<file path="config.mk">
export PLATFORM = sky130hd
export DESIGN_NAME = lsu_ctrl
export DESIGN_NICKNAME = d
export VERILOG_FILES = /design/src/rtl/lsu_ctrl.sv
export SDC_FILE = /design/constraint.sdc
export NUM_CORES = 1
export LEC_CHECK = 0
export BUFFER_PORTS_ARGS = -buffer_cell sky130_fd_sc_hd__buf_4
export CELL_PAD_IN_SITES_DETAIL_PLACEMENT = 1
export CELL_PAD_IN_SITES_GLOBAL_PLACEMENT = 1
export CORE_MARGIN = 2
export CORE_UTILIZATION = 30
export CTS_CLUSTER_DIAMETER = 80
export DETAILED_ROUTE_END_ITERATION = 8
export GPL_TIMING_DRIVEN = 0
export PLACE_DENSITY = 0.74
export SLEW_MARGIN = 20
export SYNTH_ARGS = -nofsm -noshare
export SYNTH_HDL_FRONTEND = slang
export SYNTH_SLANG_ARGS = --single-unit
</file>
<file path="constraint.sdc">
create_clock -name clk -period 1.9 [get_ports clk]
set_input_delay 0.095 -clock clk [delete_from_list [all_inputs] [get_ports clk]]
set_output_delay 0.095 -clock clk [all_outputs]
set_load 0.03 [all_outputs]
</file>
<file path="src/rtl/lsu_ctrl.sv">
// lsu_ctrl: load/store sequencer between the memory stage and a
// request/grant/response data bus.
//
// Ports:
//   clk, rst           single clock, synchronous active-high reset
//   memread_i/_write_i load / store request from decode/EX
//   funct3_i           access size and signedness
//   addr_i, wdata_i    effective byte address, store data
//   bus_req_o/we_o/addr_o/be_o/wdata_o  registered bus request fields
//   bus_gnt_i, bus_rvalid_i, bus_rdata_i bus grant and read response
//   stall_o            combinational pipeline hold
//   done_o, rdata_o    completion pulse, extended load result
//   err_o, timeout_o   illegal/misaligned and bus-timeout completions
//
// Optional feature: define LSU_TIMEOUT_EN to abort after TIMEOUT_CYC
// REQ or WAIT cycles. Without it the FSM waits indefinitely.
module lsu_ctrl #(
  parameter int unsigned TIMEOUT_CYC = 16
) (
  input  logic        clk,
  input  logic        rst,
  input  logic        memread_i,
  input  logic        memwrite_i,
  input  logic [2:0]  funct3_i,
  input  logic [31:0] addr_i,
  input  logic [31:0] wdata_i,
  output logic        bus_req_o,
  output logic        bus_we_o,
  output logic [31:0] bus_addr_o,
  output logic [3:0]  bus_be_o,
  output logic [31:0] bus_wdata_o,
  input  logic        bus_gnt_i,
  input  logic        bus_rvalid_i,
  input  logic [31:0] bus_rdata_i,
  output logic        stall_o,
  output logic        done_o,
  output logic [31:0] rdata_o,
  output logic        err_o,
  output logic        timeout_o
);

  typedef enum logic [1:0] {IDLE, REQ, WAIT, DONE} state_t;

  state_t      state;
  logic [2:0]  f3_q;
  logic [1:0]  alo_q;

  logic        access_c;
  logic        f3_ok_c;
  logic        misal_c;
  logic        illegal_c;
  logic [3:0]  be_c;
  logic [31:0] wdata_rep_c;
  logic [31:0] shifted_c;
  logic [31:0] ext_c;

  assign access_c = memread_i | memwrite_i;
  assign stall_o  = ((state == IDLE) & access_c) | (state == REQ) | (state == WAIT);

  // Access legality: funct3 decode plus natural alignment.
  always_comb begin
    f3_ok_c = 1'b0;
    case (funct3_i)
      3'b000, 3'b001, 3'b010: f3_ok_c = 1'b1;
      3'b100, 3'b101:         f3_ok_c = memread_i;
      default:                f3_ok_c = 1'b0;
    endcase
    misal_c = 1'b0;
    case (funct3_i[1:0])
      2'b01:   misal_c = addr_i[0];
      2'b10:   misal_c = |addr_i[1:0];
      default: misal_c = 1'b0;
    endcase
    illegal_c = (memread_i & memwrite_i) | ~f3_ok_c | misal_c;
  end

  // Byte enables and store-data lane replication.
  always_comb begin
    be_c        = 4'b1111;
    wdata_rep_c = wdata_i;
    case (funct3_i[1:0])
      2'b00: begin
        be_c        = 4'b0001 << addr_i[1:0];
        wdata_rep_c = {4{wdata_i[7:0]}};
      end
      2'b01: begin
        be_c        = 4'b0011 << {addr_i[1], 1'b0};
        wdata_rep_c = {2{wdata_i[15:0]}};
      end
      default: begin
        be_c        = 4'b1111;
        wdata_rep_c = wdata_i;
      end
    endcase
  end

  // Load alignment and extension from the latched funct3/offset.
  assign shifted_c = bus_rdata_i >> {alo_q, 3'b000};
  always_comb begin
    case (f3_q)
      3'b000:  ext_c = {{24{shifted_c[7]}},  shifted_c[7:0]};
      3'b001:  ext_c = {{16{shifted_c[15]}}, shifted_c[15:0]};
      3'b100:  ext_c = {24'd0, shifted_c[7:0]};
      3'b101:  ext_c = {16'd0, shifted_c[15:0]};
      default: ext_c = shifted_c;
    endcase
  end

`ifdef LSU_TIMEOUT_EN
  localparam int unsigned CntW = 8;
  logic [CntW-1:0] cnt;
  logic            expire_c;
  // Expiry is detected in the cycle whose increment reaches TIMEOUT_CYC.
  assign expire_c = (cnt == CntW'(TIMEOUT_CYC - 1));
`else
  // TIMEOUT_CYC only matters with the counter; the output stays low.
  assign timeout_o = 1'b0 & (TIMEOUT_CYC == 32'd0);
`endif

  // Sequencer FSM with registered bus and completion outputs.
  always_ff @(posedge clk) begin
    if (rst) begin
      state       <= IDLE;
      f3_q        <= 3'd0;
      alo_q       <= 2'd0;
      bus_req_o   <= 1'b0;
      bus_we_o    <= 1'b0;
      bus_addr_o  <= 32'd0;
      bus_be_o    <= 4'd0;
      bus_wdata_o <= 32'd0;
      done_o      <= 1'b0;
      rdata_o     <= 32'd0;
      err_o       <= 1'b0;
`ifdef LSU_TIMEOUT_EN
      cnt         <= '0;
      timeout_o   <= 1'b0;
`endif
    end else begin
      done_o  <= 1'b0;
      err_o   <= 1'b0;
      rdata_o <= 32'd0;
`ifdef LSU_TIMEOUT_EN
      timeout_o <= 1'b0;
`endif
      case (state)
        IDLE: begin
          if (access_c) begin
            f3_q  <= funct3_i;
            alo_q <= addr_i[1:0];
            if (illegal_c) begin
              state  <= DONE;
              done_o <= 1'b1;
              err_o  <= 1'b1;
            end else begin
              state       <= REQ;
              bus_req_o   <= 1'b1;
              bus_we_o    <= memwrite_i;
              bus_addr_o  <= {addr_i[31:2], 2'b00};
              bus_be_o    <= be_c;
              bus_wdata_o <= wdata_rep_c;
`ifdef LSU_TIMEOUT_EN
              cnt         <= '0;
`endif
            end
          end
        end
        REQ: begin
`ifdef LSU_TIMEOUT_EN
          cnt <= cnt + CntW'(1);
`endif
          if (bus_gnt_i) begin
            bus_req_o <= 1'b0;
            if (bus_we_o) begin
              state  <= DONE;
              done_o <= 1'b1;
            end else begin
              state <= WAIT;
`ifdef LSU_TIMEOUT_EN
              cnt   <= '0;
`endif
            end
          end
`ifdef LSU_TIMEOUT_EN
          else if (expire_c) begin
            bus_req_o <= 1'b0;
            state     <= DONE;
            done_o    <= 1'b1;
            timeout_o <= 1'b1;
          end
`endif
        end
        WAIT: begin
`ifdef LSU_TIMEOUT_EN
          cnt <= cnt + CntW'(1);
`endif
          if (bus_rvalid_i) begin
            state   <= DONE;
            done_o  <= 1'b1;
            rdata_o <= ext_c;
          end
`ifdef LSU_TIMEOUT_EN
          else if (expire_c) begin
            state     <= DONE;
            done_o    <= 1'b1;
            timeout_o <= 1'b1;
          end
`endif
        end
        DONE:    state <= IDLE;
        default: state <= IDLE;
      endcase
    end
  end

endmodule

</file>
-- After elaboration in Yosys (flattened, before gate mapping)
Cells that the tools add are included.
- bitwise gates (word level): 12
- equality and inequality tests: 16
- mux-type cells: 21
- reductions and logical operators: 14
- shifts and indexed selects: 3
- operators by type and width (cell ; number):
    $pmux W32 S4 ; 1
    $pmux W32 S2 ; 1
    $shr A32 B5 Y32 ; 1
    $eq A3 B3 Y1 const B ; 4
    $mux W1 ; 9
    $mux W2 ; 4
    $ne A2 B2 Y1 const B ; 4
    $pmux W2 S4 ; 1
    $pmux W4 S2 ; 1
    $eq A2 B2 Y1 const B ; 3
    $eq A3 B1 Y1 const B ; 2
    $logic_not A3 Y1 ; 2
    $pmux W1 S2 ; 3
    $reduce_and A3 Y1 ; 2
    $reduce_or A2 Y1 ; 3
    $reduce_or A3 Y1 ; 2
    $not A1 Y1 ; 5
    $or A1 B1 Y1 ; 5
    $eq A2 B1 Y1 const B ; 2
    $logic_not A2 Y1 ; 2
    $reduce_and A4 Y1 ; 1
    $shl A1 B2 Y4 const A ; 1
    $shl A2 B2 Y4 const A ; 1
    $eq A3 B2 Y1 const B ; 1
    other kinds (4) ; 5
- bits of input ports: 105
- word-level logic and storage cells: 77
- register bits: 109

-- Logic depth before layout (Yosys ltp)
Gate-level depths: netlist (run 1).
- depth in word-level cells: 9
- depth in mapped cells: 9

-- Least setup slack after synthesis (run 1)
No wires, ideal clock.
- path type: register to register
- from: register state[0]
- to: register rdata_o[24]
- cell stages (with the launch flop): 8
- library setup time: 60 ps
- arrival: 1778 ps
- required time: 1840 ps
- period minus slack after synthesis: 1837 ps
- path slack: 63 ps
- cell sequence: dfxtp_1 > inv_1 > ha_1 > nand3b_4 > or3b_2 > clkbuf_1 > nor2_2 > a21o_1
- cells in the longest elaborated chain, start to end: 3
- ends and longest elaborated chain (what ; line ; source):
    from (decl) ; 44 ; state_t state;
    from (signal assigned) ; 123 ; state <= IDLE;
    from (signal assigned) ; 151 ; state <= DONE;
    from (signal assigned) ; 155 ; state <= REQ;
    $eq A2 B2 Y1 ; 145 ; case (state)
    $not A1 Y1 (no source line) ; - ;
    $reduce_or A3 Y1 (no source line) ; - ;
    to (signal assigned) ; 199 ; rdata_o <= ext_c;
    to (decl) ; 37 ; output logic [31:0] rdata_o,
Every way passes these cells.
A chain may end at the register's enable or synchronous reset.

-- Final worst setup path (run 1)
- from: register alo_q[0]
- to: register rdata_o[16]
- cells in the longest elaborated chain, start to end: 2
- ends and longest elaborated chain (what ; line ; source):
    from (decl) ; 46 ; logic [1:0] alo_q;
    from (signal assigned) ; 149 ; alo_q <= addr_i[1:0];
    $shr A32 B5 Y32 ; 98 ; assign shifted_c = bus_rdata_i >> {alo_q, 3'b000};
    $pmux W32 S4 ; 100 ; case (f3_q)
Every way passes these cells.

==> results.py, run 1 <==
metrics = {
    "route": {
        "drt_iter0_drc": 215,
        "wire_per_inst_um": 18.7,
        "antenna_left": 0,
        "post-route-drc-count": 0,
        "routed_wl_mm": 19.0,
        "vias": 5233,
        "drt-vias-per-instance": 5.15,
        "drtPass1Iterations": 4,
    },
    "global_routing": {
        "overflow": 0,
        "grt_pass1_wl_mm": 28.6,
        "grt_usage_pct": 22.1,
        "first_global_vias": 5424,
        "grt_max_degree": 19,
        "antenna_found_initial": 0,
    },
    "place": {
        "dp_cells": 964,
        "port_buffers": 206,
        "routabilityCongestion": 0.825,
        "dp_slack_ns": -0.409,
        "dpl.hpwl_mm": 13.9,
    },
    "synthesis": {
        "yosysSeqAreaShare_pct": 46.3,
        "synth-edff-count": 0,
        "synth_area_um2": 4710,
        "async_reset_ff_share_pct": 0,
        "syn-instance-count": 545,
        "synth.distinct_cells": 44,
        "ys_warn_count": 0,
        "ys_ff_latch": 109,
        "synth.avg_cell_area_um2": 8.65,
        "synth_ff_type": "dfxtp_1",
    },
    "floorplan": {
        "io_pins": 211,
        "die_w_um": 129,
        "chipHeight_um": 129,
        "dieArea_um2": 16700,
        "rows": 45,
        "core-area_um2": 15300,
        "initial_utilization_pct": 30.9,
    },
    "power_and_ir_drop": {
        "pwr-share-comb_pct": 40.2,
        "p_seq_share_pct": 35.7,
        "peakVddDrop_v": 0.000577,
        "netSwitchingPower_uw": 2990,
        "p_clk_share_pct": 24.1,
        "total_leakage_power_uw": 0.00311,
        "powerDensity_nw_per_um2": 1050,
        "p_int_uw": 4680,
        "switching_share_pct": 39.0,
    },
    "worst_setup_path": {
        "crit_arrival_ns": 2.13,
        "crit_slowest_cell": "mux4_2",
        "crit_fanout": 8,
        "max_stage_delay_ns": 0.48,
        "path_buf_inv": 2,
        "crit_required_ns": 2.17,
        "critPathTopFamily": "multiplexers",
        "crit_chain": "buf_4 -> mux2i_2 -> mux4_2 -> or4_4 -> buf_6 -> o21ai_0",
        "critPathLaunchType": "flop",
        "critical_path_class": "flop to flop",
        "end_kind": "flop",
    },
    "clocking": {
        "cts_sinks": 109,
        "clock_latency_ns": 0.36,
        "htree_levels": 3,
        "cts_buffers": 9,
        "cts_tree": "built",
        "clk_pin_slew_ns": 0.08,
        "clockBufferDepth": 2,
        "root_buffer": "clkbuf_16",
    },
    "sta": {
        "fin_hold_ws_ns": 0.00232,
        "fin_crit_sh_pct": 97.7,
        "finalCriticalPeriod_ns": 1.86,
        "fin_ws_ns": 0.0441,
        "fin_skew_ns": 0.0106,
        "setup_viol_count_final": 0,
        "hold_viol_final": 0,
        "slew_headroom_pct": 51.1,
        "drv_slew": 0,
        "fmax_ghz": 0.539,
        "worstMarginPinSlew_ns": 0.726,
    },
    "cells_and_area": {
        "final_cell_mix": "buf_4, dfxtp_1, a21oi_1",
        "drive_gt1_share_pct": 34.5,
        "fin_cells": 1016,
        "insertedDiodeCount": 0,
        "syn_to_final_growth_pct": 55.2,
        "layout.cells.most_common": "buf_4",
        "nNetsFinal": 913,
    },
    "hold_path": {
        "hold_path.class": "input port to flop",
    },
    "job": {
        "drv_cap": 0,
    },
    "run_status": {
        "status": "completed",
    },
}
power groups by stage:
stage                     registers (uW)  logic (uW)  clock network [uW]
after floorplan                     3190        1290                   0
after global placement              2760        2700                   0
after detailed placement            2770        2780                   0
after CTS                           2740        2970                1860
after global routing                2780        3320                1990
final                               2740        3080                1850
worst reg2reg max path: stages, from the launching register on:
cell and delay [ns]:
dfxtp_1 0.30, buf_4 0.16, mux2i_2 0.17, mux4_2 0.48
or4_4 0.43, buf_6 0.15, o21ai_0 0.08
synthesized netlist by cell type (2+ instances only):
master | count | share of area, %
dfxtp_1 | 109 | 46
a21oi_1 | 99 | 11
o21ai_0 | 58 | 6.2
nand3_1 | 40 | 4.2
a211oi_1 | 34 | 5.4
clkbuf_1 | 33 | 2.6
nand2_1 | 30 | 2.4
mux2i_1 | 17 | 3.6
nor2_1 | 16 | 1.3
buf_2 | 13 | 1.4
a311oi_1 | 10 | 1.9
nor2b_1 | 9 | 1.2
a21o_1 | 8 | 1.3
a22o_1 | 8 | 1.5
and2_1 | 8 | 1.1
ha_1 | 8 | 2.1
inv_1 | 7 | 0.56
buf_4 | 4 | 0.64
buf_1 | 3 | 0.24
a2111oi_0 | 2 | 0.37
a221o_1 | 2 | 0.42
nand2b_1 | 2 | 0.27
nor2_2 | 2 | 0.27
or2_2 | 2 | 0.27
or3_1 | 2 | 0.27
flip-flops by register name (all words and copies together), names as in the netlist:
| register | cells |
|---|---|
| f3_q | 3 |
| rdata_o | 32 |
| alo_q | 2 |
| bus_be_o | 4 |
| bus_wdata_o | 32 |
| done_o | 1 |
| bus_req_o | 1 |
| err_o | 1 |
| bus_addr_o | 30 |
| state | 2 |
| bus_we_o | 1 |
path summary, 6_finish.rpt:
| path | start | to | slack [ns] | cells past startpoint |
|---|---|---|---|---|
| worst max-delay path | alo_q[0] | rdata_o[16] | 0.04 | 6 |
| worst min-delay path | wdata_i[23] | bus_wdata_o[23] | 0.002 | 3 |
| worst max register to register | alo_q[0] | rdata_o[16] | 0.04 | 6 |
| worst min register to register | bus_addr_o[31] | bus_addr_o[31] | 0.48 | 2 |
cell families (layout without fill, tap and decap cells):
family          Yosys count  in the layout  synth area share (%)
simple gates            118            118                  12.6
mux                      19             19                  4.33
buf+inv                  60            318                  5.44
flops                   109            109                  46.3
other cells               1              3                0.0795
compound gates          230            230                  29.1
fa+ha+maj                 8              8                  2.12
cell type report:
cell class,count,area [um^2]
Multi-Input combinational cell,378,2390
Timing Repair Buffer,245,1920
Fill cell,1812,7940
Buffer,50,256
Inverter,7,26.3
Sequential cell,109,2180
Clock inverter,5,45.0
Clock buffer,11,233
Tap cell,211,264
repair_timing:
item                                   CTS  global route
pin swaps                                1             4
endpoints found under the hold margin   31             1
hold buffers                            31             1
setup endpoints to repair               84            80
gates resized for setup                 26            32
setup buffers                            1             6
per-stage QoR:
| stage | cell area, um^2 | power, uW | util [%] | TNS [ns] |
|---|---|---|---|---|
| after floorplan | 4720 | 4490 | - | 0 |
| after global placement | 6530 | 5460 | 42.8 | -19.47 |
| after detailed placement | 6530 | 5550 | 42.8 | -26.30 |
| after CTS | 7200 | 7560 | 47.2 | 0 |
| after global routing | 7320 | 8090 | 47.9 | -0.00629 |
| final | 7320 | 7670 | 47.9 | 0 |
per-layer routing:
metal,global-route usage (%),vias up,share of wire (%)
met5,0,-,0
met1,26.6,2498,41
li1,-,2490,-
met2,38.0,205,49
met4,9.08,0,3.1
met3,5.20,40,7.2
(Power assumes the default switching activity.)
==> run 2: changes to the inputs <==
SETUP_SLACK_MARGIN = 0.15   (was not set)
==> results.py, run 2 (same netlist as run 1, synthesis figures left out) <==
metrics = {
    "clocking": {
        "clock_latency_ns": 0.36,
        "htree_levels": 3,
        "clockBufferDepth": 2,
        "cts_buffers": 9,
        "root_buffer": "clkbuf_16",
        "clk_pin_slew_ns": 0.07,
        "cts_tree": "built",
        "cts_sinks": 109,
    },
    "sta": {
        "worstMarginPinSlew_ns": 0.668,
        "fin_crit_sh_pct": 96.9,
        "rsz0062_at_grt": "true",
        "finalCriticalPeriod_ns": 1.84,
        "hold_viol_final": 0,
        "drv_slew": 0,
        "fmax_ghz": 0.543,
        "setup_viol_count_final": 0,
        "slew_headroom_pct": 55.5,
        "fin_ws_ns": 0.0598,
        "fin_skew_ns": 0.0130,
    },
    "route": {
        "routed_wl_mm": 19.5,
        "drtPass1Iterations": 4,
        "wire_per_inst_um": 18.9,
        "post-route-drc-count": 0,
        "drt_iter0_drc": 196,
        "antenna_left": 0,
        "vias": 5293,
        "drt-vias-per-instance": 5.13,
    },
    "cells_and_area": {
        "syn_to_final_growth_pct": 62.3,
        "insertedDiodeCount": 0,
        "drive_gt1_share_pct": 38.8,
        "layout.cells.most_common": "buf_4",
        "final_cell_mix": "buf_4, dfxtp_1, a21oi_1",
        "nNetsFinal": 928,
        "fillers": 1794,
        "reg_top3": "bus_wdata_o (32), rdata_o (32), bus_addr_o (30)",
        "fin_cells": 1031,
    },
    "floorplan": {
        "initial_utilization_pct": 30.9,
        "core-area_um2": 15300,
        "rows": 45,
        "io_pins": 211,
        "die_w_um": 129,
        "chipHeight_um": 129,
        "dieArea_um2": 16700,
    },
    "worst_setup_path": {
        "end_kind": "flop",
        "crit_required_ns": 2.18,
        "critical_path_class": "flop to flop",
        "crit_fanout": 8,
        "critPathLaunchType": "flop",
        "crit_arrival_ns": 2.12,
    },
    "global_routing": {
        "grt_usage_pct": 22.3,
        "overflow": 0,
        "grt_max_degree": 19,
        "first_global_vias": 5466,
        "grt_pass1_wl_mm": 29.0,
        "antenna_found_initial": 0,
    },
    "place": {
        "port_buffers": 206,
        "dp_slack_ns": -0.439,
        "dpl.hpwl_mm": 13.9,
        "routabilityCongestion": 0.848,
        "dp_cells": 964,
    },
    "job": {
        "drv_cap": 0,
    },
    "hold_path": {
        "hold_path.class": "input port to flop",
    },
    "power_and_ir_drop": {
        "powerDensity_nw_per_um2": 1080,
        "total_leakage_power_uw": 0.00326,
        "peakVddDrop_v": 0.000475,
    },
    "run_status": {
        "status": "completed",
    },
}
==> run 2: metal layers <==
layer	global-route usage [%]	vias up	share of wire (%)
li1	-	2531	-
met1	26.4	2556	40
met2	39.5	180	51
met3	5.16	26	6.8
met4	7.61	0	2.3
met5	0	-	0
==> run 2: area by class of cell <==
class	instances	area [um^2]	share of cell area [%]
buffer	53	337	4.40
clock buffer	11	253	3.30
clock inverter	5	63.8	0.834
inverter	7	33.8	0.441
multi-input combinational	378	2490	32.6
sequential	109	2190	28.6
tap	211	264	3.45
timing repair buffer	257	2020	26.4
==> run 2: per-stage QoR <==
| stage | setup TNS [ns] | total power, uW | instance area (um^2) | util, % | hold slack, ns |
|---|---|---|---|---|---|
| after CTS | 0 | 7930 | 7420 | 48.6 | 0.00188 |
| after floorplan | 0 | 4490 | 4730 | - | 0.205 |
| after detailed placement | -22.42 | 5560 | 6540 | 42.9 | 0.320 |
| final | 0 | 8240 | 7650 | 50.2 | 0.00790 |
| after global routing | 0 | 8680 | 7650 | 50.2 | 0.0145 |
| after global placement | -16.89 | 5470 | 6540 | 42.9 | 0.318 |
==> run 2: timing repair <==
item	CTS	global route
setup buffers	10	10
pin swaps	3	13
hold buffers	31	0
hold endpoints to repair	31	0
gates resized for setup	60	70
endpoints found under the setup margin	88	95
==> run 2: power by group <==
group	switching, uW	internal (uW)
clock	917	1110
sequential	181	2570
combinational	2030	1430
==> run 2: final timing paths <==
| path | startpoint | slack (ns) | to | depth (start not counted) |
|---|---|---|---|---|
| max | alo_q[0] | 0.06 | rdata_o[16] | 6 |
| min | addr_i[15] | 0.008 | bus_addr_o[15] | 3 |
| max reg2reg | alo_q[0] | 0.06 | rdata_o[16] | 6 |
| min reg2reg | bus_addr_o[11] | 0.48 | bus_addr_o[11] | 2 |
==> run 2: worst max-delay path: stages, from the launching register on <==
cell and delay (ns):
dfxtp_2 0.32, buf_6 0.13, mux2i_4 0.18, mux4_2 0.48, or4_4 0.44, buf_8 0.16, o21ai_1 0.07
==> run 3: changes to the inputs <==
REMOVE_ABC_BUFFERS = 1   (was not set)
==> results.py, run 3 (same netlist as run 1, synthesis figures left out) <==
metrics = {
    "run_status": {
        "status": "completed",
    },
    "worst_setup_path": {
        "end_kind": "flop",
        "worst-r2r-cell-count": 5,
        "r2r-start": "alo_q[0]",
        "rr_endpoint": "rdata_o[16]",
        "crit_start": "alo_q[0]",
        "critPathLaunchType": "flop",
        "cp-endpoint": "rdata_o[16]",
        "r2r_slack_ns": 0.11,
        "crit_arrival_ns": 2.07,
        "critical_path_class": "flop to flop",
        "crit_required_ns": 2.18,
        "crit_fanout": 8,
    },
    "clocking": {
        "htree_levels": 3,
        "clockBufferDepth": 2,
        "cts_tree": "built",
        "root_buffer": "clkbuf_16",
        "cts_buffers": 9,
        "cts_sinks": 109,
        "clk_pin_slew_ns": 0.08,
        "clock_latency_ns": 0.36,
    },
    "route": {
        "drt-vias-per-instance": 5.35,
        "drtPass1Iterations": 4,
        "vias": 5434,
        "post-route-drc-count": 0,
        "drt_iter0_drc": 277,
        "routed_wl_mm": 21.6,
        "wire_per_inst_um": 21.3,
        "antenna_left": 0,
    },
    "place": {
        "placed_cell_area_um2": 6430,
        "port_buffers": 207,
        "dpl.hpwl_mm": 12.2,
        "dp_cells": 918,
        "routabilityCongestion": 0.757,
    },
    "hold_path": {
        "hold_path_depth": 3,
        "hold_path.class": "input port to flop",
    },
    "cells_and_area": {
        "insertedDiodeCount": 0,
        "drive_gt1_share_pct": 42.5,
        "reg_top3": "bus_wdata_o (32), rdata_o (32), bus_addr_o (30)",
        "syn_to_final_growth_pct": 66.7,
        "nNetsFinal": 912,
        "layout.cells.most_common": "buf_4",
        "final_cell_mix": "buf_4, dfxtp_1, a21oi_1",
        "final_area_um2": 7860,
        "fin_cells": 1015,
    },
    "floorplan": {
        "rows": 45,
        "chipHeight_um": 129,
        "dieArea_um2": 16700,
        "io_pins": 211,
        "die_w_um": 129,
        "initial_utilization_pct": 30.9,
        "core-area_um2": 15300,
    },
    "power_and_ir_drop": {
        "peakVddDrop_v": 0.000513,
        "powerDensity_nw_per_um2": 1090,
        "pwr-share-comb_pct": 45.9,
        "finalPower_uw": 8600,
        "switching_share_pct": 39.6,
        "p_seq_share_pct": 32.4,
        "p_int_uw": 5190,
        "total_leakage_power_uw": 0.00329,
        "p_clk_share_pct": 21.7,
        "netSwitchingPower_uw": 3400,
    },
    "sta": {
        "setup_viol_count_final": 0,
        "slew_headroom_pct": 34.4,
        "fin_crit_sh_pct": 94.4,
        "fmax_ghz": 0.558,
        "fin_skew_ns": 0.00587,
        "worstMarginPinSlew_ns": 0.983,
        "finalCriticalPeriod_ns": 1.79,
        "drv_slew": 0,
        "rsz0062_at_grt": "true",
        "hold_viol_final": 0,
    },
    "global_routing": {
        "grt_pass1_wl_mm": 31.3,
        "first_global_vias": 5594,
        "grt_max_degree": 79,
        "antenna_found_initial": 0,
        "overflow": 0,
        "grt_usage_pct": 24.4,
    },
    "job": {
        "drv_cap": 0,
    },
}
## run 3: cell types whose count changed in the layout (fill, tap and decap cells not counted), moves of 5 or more
cell           previous run  this run
clkbuf_1                 18         0
o21ai_0                  38        49
a211oi_1                 31        21
buf_4                   230       240
a211oi_2                  3        12
buf_2                     9         0
a21oi_1                  91        99
a21oi_2                   8         0
o21ai_1                  15         7
dlygate4sd3_1            31        24
and3_4                    1         6
buf_12                    1         6
## run 3: per-stage QoR
step / util (%) / TNS, ns / hold slack, ns / worst slack (ns)
floorplan: - / -114.94 / 0.164 / -1.70
global placement: 41.4 / -249.23 / 0.312 / -3.45
detailed placement: 42.2 / -66.40 / 0.317 / -1.16
CTS: 49.1 / 0 / 0.000706 / 0.0432
global route: 51.5 / 0 / 0.0127 / 0.0334
finish: 51.5 / 0 / 0.00247 / 0.107
## run 3: how the worst min path moves through the flow
| stage | endpoint | slack [ns] | from |
|---|---|---|---|
| floorplan | alo_q[0] | 0.16 | rst |
| global placement | rdata_o[25] | 0.31 | bus_rdata_i[25] |
| detailed placement | rdata_o[25] | 0.32 | bus_rdata_i[25] |
| CTS | bus_addr_o[27] | 0.0007 | addr_i[27] |
| global route | bus_addr_o[27] | 0.01 | addr_i[27] |
| finish | bus_addr_o[23] | 0.002 | addr_i[23] |
## run 3: layout make-up
cell class / instances / area [um^2]
Clock buffer: 10 / 239
Multi-Input combinational cell: 389 / 2710
Sequential cell: 109 / 2200
Timing Repair Buffer: 283 / 2360
Clock inverter: 6 / 47.5
Inverter: 7 / 37.5
Fill cell: 1750 / 7400
Tap cell: 211 / 264
## run 3: critical path, stage by stage (launching register included)
cell and delay (ns):
dfxtp_4 0.35, buf_12 0.13, mux2i_2 0.16, mux4_2 0.47, or4_4 0.51, o21ai_2 0.10
## run 3: power by group through the flow
stage	Combinational [uW]	Sequential (uW)	Clock, uW
after floorplan	1080	3270	0
after global placement	2500	2850	0
after detailed placement	2690	2810	0
after CTS	3440	2790	1890
after global routing	4180	2820	1980
final	3950	2780	1860
## run 3: per-layer routing
metal / routed length, um / global-route usage [%]
met5: 0 / 0
met4: 517 / 9.65
met3: 1820 / 7.56
met2: 10700 / 41.7
met1: 8600 / 28.4
## run 3: timing repair
item	CTS	global route
gates cloned	10	3
pin swaps	13	10
hold endpoints to repair	24	0
resized for setup	47	39
endpoints found under the setup margin	97	86
setup buffers	27	17
hold buffers	24	0
